$ cat src/rtl/wb_arbiter_pkg.sv
// Constants and helpers shared by the writeback arbiter and the register file.
package wb_arbiter_pkg;

    localparam int unsigned XLEN      = 32;
    localparam int unsigned REG_DEPTH = 32;
    localparam int unsigned REG_AW    = 5;

    // (base + offs) mod n, valid while base < n and offs <= n.
    function automatic int unsigned rr_wrap(int unsigned base, int unsigned offs, int unsigned n);
        int unsigned s;
        s = base + offs;
        return (s >= n) ? (s - n) : s;
    endfunction

endpackage

$ cat src/rtl/wb_arbiter_if.sv
// Producer channels and register-file write port of the writeback arbiter.
interface wb_arbiter_if
    import wb_arbiter_pkg::*;
#(
    parameter int unsigned NUM_SRC = 3,
    parameter int unsigned WIDTH   = XLEN,
    parameter int unsigned AW      = REG_AW
);

    logic                     flush;
    logic [NUM_SRC-1:0]       src_valid;
    logic [NUM_SRC-1:0]       src_ready;
    logic [NUM_SRC*AW-1:0]    src_waddr;
    logic [NUM_SRC*WIDTH-1:0] src_data;
    logic                     we;
    logic [AW-1:0]            waddr;
    logic [WIDTH-1:0]         rd;
    logic                     busy;

    // master: the arbiter, which masters the register-file write port.
    modport master (
        input  flush, src_valid, src_waddr, src_data,
        output src_ready, we, waddr, rd, busy
    );

    // slave: producers and register file around the arbiter.
    modport slave (
        output flush, src_valid, src_waddr, src_data,
        input  src_ready, we, waddr, rd, busy
    );

endinterface

$ cat src/rtl/wb_fifo.sv
// Small circular-buffer FIFO with occupancy count, async reset and sync clear.
module wb_fifo #(
    parameter  int unsigned WIDTH  = 8,
    parameter  int unsigned QDEPTH = 2,
    localparam int unsigned CW     = $clog2(QDEPTH + 1)
) (
    input  logic             clk,
    input  logic             rst,
    input  logic             clr_i,
    input  logic             push_i,
    input  logic             pop_i,
    input  logic [WIDTH-1:0] wdata_i,
    output logic [WIDTH-1:0] rdata_o,
    output logic             full_o,
    output logic             empty_o,
    output logic [CW-1:0]    count_o
);

    localparam int unsigned PW = $clog2(QDEPTH);

    logic [WIDTH-1:0] mem_q [QDEPTH];
    logic [WIDTH-1:0] mem_d [QDEPTH];
    logic [PW-1:0]    wptr_q, wptr_d;
    logic [PW-1:0]    rptr_q, rptr_d;
    logic [CW-1:0]    count_q, count_d;
    logic             do_push, do_pop;

    assign full_o  = (count_q == CW'(QDEPTH));
    assign empty_o = (count_q == '0);
    assign count_o = count_q;
    assign rdata_o = mem_q[rptr_q];

    assign do_push = push_i & ~full_o;
    assign do_pop  = pop_i & ~empty_o;

    always_comb begin
        mem_d   = mem_q;
        wptr_d  = wptr_q;
        rptr_d  = rptr_q;
        count_d = count_q;
        if (clr_i) begin
            wptr_d  = '0;
            rptr_d  = '0;
            count_d = '0;
        end else begin
            if (do_push) begin
                mem_d[wptr_q] = wdata_i;
                wptr_d        = wptr_q + PW'(1);
            end
            if (do_pop) begin
                rptr_d = rptr_q + PW'(1);
            end
            case ({do_push, do_pop})
                2'b10:   count_d = count_q + CW'(1);
                2'b01:   count_d = count_q - CW'(1);
                default: count_d = count_q;
            endcase
        end
    end

    always_ff @(posedge clk or posedge rst) begin
        if (rst) begin
            for (int i = 0; i < int'(QDEPTH); i++) begin
                mem_q[i] <= '0;
            end
            wptr_q  <= '0;
            rptr_q  <= '0;
            count_q <= '0;
        end else begin
            mem_q   <= mem_d;
            wptr_q  <= wptr_d;
            rptr_q  <= rptr_d;
            count_q <= count_d;
        end
    end

endmodule

$ cat src/rtl/wb_arbiter.sv
// Round-robin writeback arbiter: per-source FIFOs feeding one registered register-file write port.
module wb_arbiter
    import wb_arbiter_pkg::*;
#(
    parameter int unsigned NUM_SRC = 3,
    parameter int unsigned WIDTH   = XLEN,
    parameter int unsigned DEPTH   = REG_DEPTH,
    parameter int unsigned QDEPTH  = 2
) (
    input logic          clk,
    input logic          rst,
    wb_arbiter_if.master bus
);

    localparam int unsigned AW = $clog2(DEPTH);
    localparam int unsigned EW = AW + WIDTH;
    localparam int unsigned RW = $clog2(NUM_SRC);
    localparam int unsigned CW = $clog2(QDEPTH + 1);

    logic [NUM_SRC-1:0] push, pop, full, empty, ready;
    logic [EW-1:0]      head  [NUM_SRC];
    logic [CW-1:0]      count [NUM_SRC];

    logic               gnt_valid;
    logic [RW-1:0]      gnt_idx;
    logic [RW-1:0]      rr_ptr_q, rr_ptr_d;
    logic               we_q, we_d;
    logic [AW-1:0]      waddr_q, waddr_d;
    logic [WIDTH-1:0]   rd_q, rd_d;
    logic               fifo_busy;

    // Writes to x0 complete the handshake but are never enqueued.
    always_comb begin
        ready = '0;
        push  = '0;
        pop   = '0;
        for (int unsigned i = 0; i < NUM_SRC; i++) begin
            ready[i] = ~full[i] & ~bus.flush;
            push[i]  = bus.src_valid[i] & ready[i] & (bus.src_waddr[i*AW +: AW] != '0);
            pop[i]   = gnt_valid & (gnt_idx == RW'(i)) & ~bus.flush;
        end
    end

    for (genvar g = 0; g < int'(NUM_SRC); g++) begin : gen_fifo
        wb_fifo #(
            .WIDTH  (EW),
            .QDEPTH (QDEPTH)
        ) u_fifo (
            .clk     (clk),
            .rst     (rst),
            .clr_i   (bus.flush),
            .push_i  (push[g]),
            .pop_i   (pop[g]),
            .wdata_i ({bus.src_waddr[g*AW +: AW], bus.src_data[g*WIDTH +: WIDTH]}),
            .rdata_o (head[g]),
            .full_o  (full[g]),
            .empty_o (empty[g]),
            .count_o (count[g])
        );
    end

    // First non-empty FIFO at or after rr_ptr, wrapping.
    always_comb begin
        logic [RW-1:0] idx;
        idx       = '0;
        gnt_valid = 1'b0;
        gnt_idx   = '0;
        for (int unsigned k = 0; k < NUM_SRC; k++) begin
            idx = RW'(rr_wrap(32'(rr_ptr_q), k, NUM_SRC));
            if (!gnt_valid && !empty[idx]) begin
                gnt_valid = 1'b1;
                gnt_idx   = idx;
            end
        end
    end

    always_comb begin
        rr_ptr_d = rr_ptr_q;
        we_d     = gnt_valid & ~bus.flush;
        waddr_d  = waddr_q;
        rd_d     = rd_q;
        if (bus.flush) begin
            rr_ptr_d = '0;
        end else if (gnt_valid) begin
            rr_ptr_d        = RW'(rr_wrap(32'(gnt_idx), 1, NUM_SRC));
            {waddr_d, rd_d} = head[gnt_idx];
        end
    end

    always_comb begin
        fifo_busy = 1'b0;
        for (int unsigned i = 0; i < NUM_SRC; i++) begin
            fifo_busy = fifo_busy | (count[i] != '0);
        end
    end

    always_ff @(posedge clk or posedge rst) begin
        if (rst) begin
            rr_ptr_q <= '0;
            we_q     <= 1'b0;
            waddr_q  <= '0;
            rd_q     <= '0;
        end else begin
            rr_ptr_q <= rr_ptr_d;
            we_q     <= we_d;
            waddr_q  <= waddr_d;
            rd_q     <= rd_d;
        end
    end

    assign bus.src_ready = ready;
    assign bus.we        = we_q;
    assign bus.waddr     = waddr_q;
    assign bus.rd        = rd_q;
    assign bus.busy      = fifo_busy | we_q;

endmodule

$ cat src/flat_wrapper.sv
// flat-port wrapper written by rule: the top's interface ports become plain ports
module wb_arbiter_flat import wb_arbiter_pkg::*;
#(
    parameter int unsigned NUM_SRC = 3,
    parameter int unsigned WIDTH   = XLEN,
    parameter int unsigned DEPTH   = REG_DEPTH,
    parameter int unsigned QDEPTH  = 2
)
  (clk, rst, bus_flush, bus_src_valid, bus_src_waddr, bus_src_data, bus_src_ready, bus_we, bus_waddr, bus_rd, bus_busy);
  wb_arbiter_if #(.NUM_SRC(NUM_SRC), .WIDTH(WIDTH), .AW((5))) bus_i ();
  input logic clk;
  input logic rst;
  input wire logic [$bits(bus_i.flush)-1:0] bus_flush;
  input wire logic [$bits(bus_i.src_valid)-1:0] bus_src_valid;
  input wire logic [$bits(bus_i.src_waddr)-1:0] bus_src_waddr;
  input wire logic [$bits(bus_i.src_data)-1:0] bus_src_data;
  output wire logic [$bits(bus_i.src_ready)-1:0] bus_src_ready;
  output wire logic [$bits(bus_i.we)-1:0] bus_we;
  output wire logic [$bits(bus_i.waddr)-1:0] bus_waddr;
  output wire logic [$bits(bus_i.rd)-1:0] bus_rd;
  output wire logic [$bits(bus_i.busy)-1:0] bus_busy;
  assign bus_i.flush = bus_flush;
  assign bus_i.src_valid = bus_src_valid;
  assign bus_i.src_waddr = bus_src_waddr;
  assign bus_i.src_data = bus_src_data;
  assign bus_src_ready = bus_i.src_ready;
  assign bus_we = bus_i.we;
  assign bus_waddr = bus_i.waddr;
  assign bus_rd = bus_i.rd;
  assign bus_busy = bus_i.busy;
  wb_arbiter #(.NUM_SRC(NUM_SRC), .WIDTH(WIDTH), .DEPTH(DEPTH), .QDEPTH(QDEPTH)) u_core (.clk(clk), .rst(rst), .bus(bus_i));
endmodule
$ cat config.mk
export PLATFORM = sky130hd
export DESIGN_NAME = wb_arbiter_flat
export DESIGN_NICKNAME = d
export VERILOG_FILES = /design/src/rtl/wb_arbiter_pkg.sv /design/src/rtl/wb_arbiter_if.sv /design/src/rtl/wb_fifo.sv /design/src/rtl/wb_arbiter.sv /design/src/flat_wrapper.sv
export SDC_FILE = /design/constraint.sdc
export NUM_CORES = 1
export LEC_CHECK = 0
export ABC_AREA = 1
export CORE_MARGIN = 4
export CORE_UTILIZATION = 45
export DETAILED_ROUTE_END_ITERATION = 8
export PLACE_DENSITY = 0.67
export SYNTH_ARGS = -nofsm -noshare
export SYNTH_HDL_FRONTEND = slang
export SYNTH_SLANG_ARGS = --single-unit
$ cat constraint.sdc
create_clock -name clk -period 12.22 [get_ports clk]
set_clock_uncertainty 0.2 [all_clocks]
set_input_delay 2.444 -clock clk [delete_from_list [all_inputs] [get_ports clk]]
set_output_delay 2.444 -clock clk [all_outputs]
set_load 0.03 [all_outputs]
## Yosys cells after proc, flatten, opt, wreduce, memory -nomap -nowiden

Index checks and enable logic that the tools add are counted.

- Add/subtract/negate cells: 19
- Order comparisons: 17
- Eq/ne operators: 11
- Mux-type cells: 57
- Bitwise gates (word level): 39
- Reduce and logical (&&, ||, !) cells: 32

Operator list:

| kind | count |
|---|---|
| 2-to-1 mux 37 bit | 14 |
| bitwise mux 74 bit | 3 |
| demux 37 bit (select 1 bit) | 3 |
| binary-select mux 37 bit (select 2 bit) | 1 |
| 2-to-1 mux 2 bit | 12 |
| bitwise AND 1 bit | 22 |
| nonzero test 2 bit | 10 |
| 2-to-1 mux 1 bit | 18 |
| nonzero test 5 bit | 3 |
| == test 2 bit, second input constant | 7 |
| greater-or-equal comparator 2 bit, second input constant | 7 |
| NOT 1 -> 2 bit | 6 |
| one-hot mux 2 bit (2 select lines) | 3 |
| greater-or-equal comparator 3 x 2 -> 1 bit, second input constant | 3 |
| less-than comparator 2 x 3 -> 1 bit, second input constant | 3 |
| nonzero test 3 bit | 3 |
| == test 2 x 1 -> 1 bit, second input constant | 4 |
| zero test 2 bit | 4 |
| AND reduction 2 bit | 4 |
| subtractor 2 bit, second input constant | 4 |
| NOT 1 bit | 7 |
| adder 1 bit, second input constant | 6 |
| adder 2 x 1 -> 2 bit, second input constant | 3 |
| adder 2 x 1 -> 3 bit, second input constant | 2 |
| 9 further kinds | 23 |

- Register bits: 274
- Output and inout bits: 42
- Logic and storage cells: 194

## Logic depth before layout (Yosys ltp)

- Depth in word-level cells: 18
- Gate-level depth with buffers: 17

## Modules after synthesis

A second synthesis with hierarchy kept.

- Cell total of the unflattened synthesis: 1,739
- Area, all modules: 13,917.1 µm²

By module, submodules not included:

| module | times used | cells each | area each (µm²) | sequential area each (µm²) |
|---|---|---|---|---|
| wb_fifo | 3 | 431 | 3,641.0 | 1,951.9 |
| wb_arbiter | 1 | 446 | 2,994.1 | 1,001.0 |

## Worst setup path after synthesis

OpenSTA, ideal clock, no wires.

- Path kind: input to output
- Start: input port bus_flush
- End: output port bus_src_ready[0]
- Data arrival time: 3.059 ns
- Required time: 9.576 ns
- Path slack: 6.517 ns
- Cell stages on the path: 2
- Path buffers: 1
- Cell sequence: clkbuf_1 > nor2_1

- Word-level cells in the longest chain between the ends: 2

RTL lines:

| item | line | RTL |
|---|---|---|
| start, declared | flat_wrapper.sv:13 | `input wire logic [$bits(bus_i.flush)-1:0] bus_flush;` |
| NOT 1 bit (no source line) | -- |  |
| bitwise AND 1 bit | wb_arbiter.sv:38 | `ready[i] = ~full[i] & ~bus.flush;` |
| end, declared | flat_wrapper.sv:17 | `output wire logic [$bits(bus_i.src_ready)-1:0] bus_src_ready;` |

Every way passes these cells.

## Worst setup path in the final report

- Start: input port bus_flush
- End: output port bus_src_ready[2]

The elaborated chain is that of the path after synthesis.

==> results.json <==
{
  "status": "completed",
  "clk_pin_slew_ns": 0.06,
  "holdCritPathClass": "register to register",
  "multi_input_area_um2": 4850,
  "use_met1": 0.268,
  "vias_per_cell": 5.24,
  "grt_pass1_vias": 9762,
  "crit_fanout": 12,
  "fillers": 2474,
  "place_hpwl_mm": 22.2,
  "fmax_mhz": 150,
  "area_delta_synth_final_pct": 22.7,
  "grt_usage": 0.213,
  "cap_violations": 0,
  "slew_headroom": 0.211,
  "finalSetupViolCount": 0,
  "synth_area_leaders": "dfrtp_1 55%, nand2_1 9.9%, mux2_2 9.0%",
  "slew_violations": 0,
  "syn-cell-area_um2": 12500,
  "fp-row-count": 60,
  "syn_nets": 1439,
  "grt_pass1_wl_mm": 52.2,
  "dieArea_um2": 30600,
  "routed_wl_mm": 32.8,
  "gr-total-overflow": 0,
  "io_pins": 159,
  "grtUsageMet3": 0.0301,
  "fin_crit_ns": 6.69,
  "rr_worst_depth": 15,
  "async_flop_share": 1.00,
  "placed_area_um2": 14300,
  "syn-instance-count": 1319,
  "critPathArrivalTime_ns": 4.04,
  "worst_pin_slew_ns": 1.18,
  "clockBufferDepth": 3,
  "ys_top_cells_by_count": "332 x nand2_1, 274 x dfrtp_1, 147 x o21ai_0, 125 x inv_1, 100 x mux2_2",
  "whs_path_depth": 1,
  "core_um2": 27200,
  "antenna_found_initial": 2,
  "yosys.area.top_type": "dfrtp_1",
  "hold_violations": 0,
  "synthDistinctLibCells": 36,
  "place_congestion": 0.824,
  "syn-mean-instance-area_um2": 9.51,
  "ys_seq_area_frac": 0.546,
  "antenna_left": 0,
  "start_util": 0.462,
  "p_leak_nw": 6.77,
  "die_h_um": 175,
  "die_w_um": 175,
  "grtUsageMet2": 0.370,
  "fin_nets": 1564,
  "regArea_um2": 6860,
  "finalSetupTns_ns": 0,
  "post-cts-setup-buffer-count": 0,
  "cts.repair.resized": 0,
  "power_density_nw_per_um2": 270,
  "numPortBuffers": 158,
  "routedWlPerCell_um": 17.8,
  "drt_iter0_drc": 625,
  "synth_top_cell_area_share": 0.546,
  "post-route-period-util": 0.547,
  "cts_inserted_buffers": 30,
  "post-route-drc-count": 0,
  "drive_gt1_frac": 0.134,
  "synth-main-ff-cell": "dfrtp_1",
  "cts_tree": "yes",
  "yosys_warnings": 0,
  "via_count": 9644,
  "busiest_layer": "met2",
  "grt_max_degree": 141,
  "end_kind": "primary output",
  "vdd_ir_drop_max_uv": 160,
  "synth_most_common_cell": "nand2_1",
  "synth-edff-count": 0,
  "rsz0062_at_grt": "false",
  "cp.required_ns": 9.58,
  "firstDrtPassIters": 5,
  "cts.sinks": 274,
  "cts_htree_levels": 1,
  "design_area_um2": 15400,
  "cts_root_buf": "clkbuf_16",
  "clk_latency_ns": 0.54,
  "cp-start-kind": "primary input",
  "criticalPathCategory": "primary input to primary output",
  "yosys_register_bits": 274,
  "hold_buffers": 0
}
-- per-stage QoR --
stage | power (mW) | hold slack (ns) | util | std cells | setup WS, ns
finish | 4.17 | 0.287 | 0.567 | 1840 | 5.53
global route | 4.46 | 0.304 | 0.566 | 1838 | 5.45
CTS | 4.21 | 0.289 | 0.566 | 1838 | 5.51
detailed placement | 3.25 | 0.276 | 0.528 | 1784 | 5.52
global placement | 3.20 | 0.263 | 0.528 | 1784 | 5.55
floorplan | 2.66 | 0.252 | - | 1319 | 2.02
-- cells by family after synthesis --
family	after synthesis	synth area share
AO/OA/AOI/OAI	246	0.114
XOR/XNOR	2	0.00140
adder cells (fa/ha/maj)	3	0.00299
buffers and inverters	208	0.0688
flip-flops	274	0.546
multiplexers	121	0.108
AND/OR/NAND/NOR	465	0.158
-- layout make-up --
type,count,area share
clock inverter,14,0.0122
clock buffer,40,0.0565
antenna,2,0.000325
multi-input combinational,837,0.315
inverter,134,0.0332
sequential,274,0.445
tap,372,0.0302
timing repair buffer,167,0.107
-- metal layers --
metal,up-vias,wire [µm]
met5,-,0
met3,72,1420
met1,4725,13500
met4,0,1610
met2,228,16300
li1,4619,-
-- worst paths after layout --
kind                                                     start                                   end  slack (ns)
setup / recovery                                     bus_flush                      bus_src_ready[2]        5.53
hold / removal             u_core.gen_fifo[0].u_fifo.mem_q[64]   u_core.gen_fifo[0].u_fifo.mem_q[64]        0.29
setup reg to reg                            u_core.rr_ptr_q[0]  u_core.gen_fifo[0].u_fifo.count_o[0]        8.48
hold reg to reg            u_core.gen_fifo[0].u_fifo.mem_q[64]   u_core.gen_fifo[0].u_fifo.mem_q[64]        0.29
max in group asynchronous                                  rst   u_core.gen_fifo[2].u_fifo.mem_q[17]        7.98
min in group asynchronous                                  rst   u_core.gen_fifo[1].u_fifo.mem_q[58]        2.26
-- layout by cell type (no fill, tap or decap), drive strengths merged --
cell type | Yosys | layout
a21oi | 7 | 7
a22oi | 2 | 2
buf | 37 | 9
bufinv | 0 | 4
clkbuf | 37 | 40
clkdlybuf4s50 | 0 | 158
clkinv | 0 | 5
clkinvlp | 0 | 4
dfrtp | 274 | 274
diode | 0 | 2
ha | 3 | 3
inv | 134 | 135
mux2 | 116 | 116
mux2i | 5 | 5
nand2 | 340 | 340
nand3 | 78 | 78
nand3b | 1 | 1
nand4 | 11 | 11
nor2 | 28 | 28
nor3 | 4 | 4
nor3b | 3 | 3
o211ai | 67 | 67
o21a | 1 | 1
o21ai | 169 | 169
xnor2 | 1 | 1
xor2 | 1 | 1
-- flip-flops by register name (all words and copies together) (netlist names) --
signal and count:
u_core.gen_fifo.u_fifo.mem_q 222, u_core.bus.rd 32, u_core.gen_fifo.u_fifo.count_o 6, u_core.bus.waddr 5, u_core.gen_fifo.u_fifo.rptr_q 3, u_core.gen_fifo.u_fifo.wptr_q 3
u_core.rr_ptr_q 2, u_core.bus.we 1
-- worst max-delay path: stages --
cell             delay (ns)
clkdlybuf4s50_1        0.70
nor2_1                 0.21
clkdlybuf4s50_1        0.69
-- report_power, final --
part / total, mW / leakage [nW] / internal [mW] / switching [mW]
clock: 0.952 / 0.510 / 0.583 / 0.370
combinational: 1.68 / 2.94 / 0.622 / 1.05
sequential: 1.54 / 3.32 / 1.31 / 0.225
total: 4.17 / 6.77 / 2.52 / 1.65
Power figures use the tool's default switching activity.
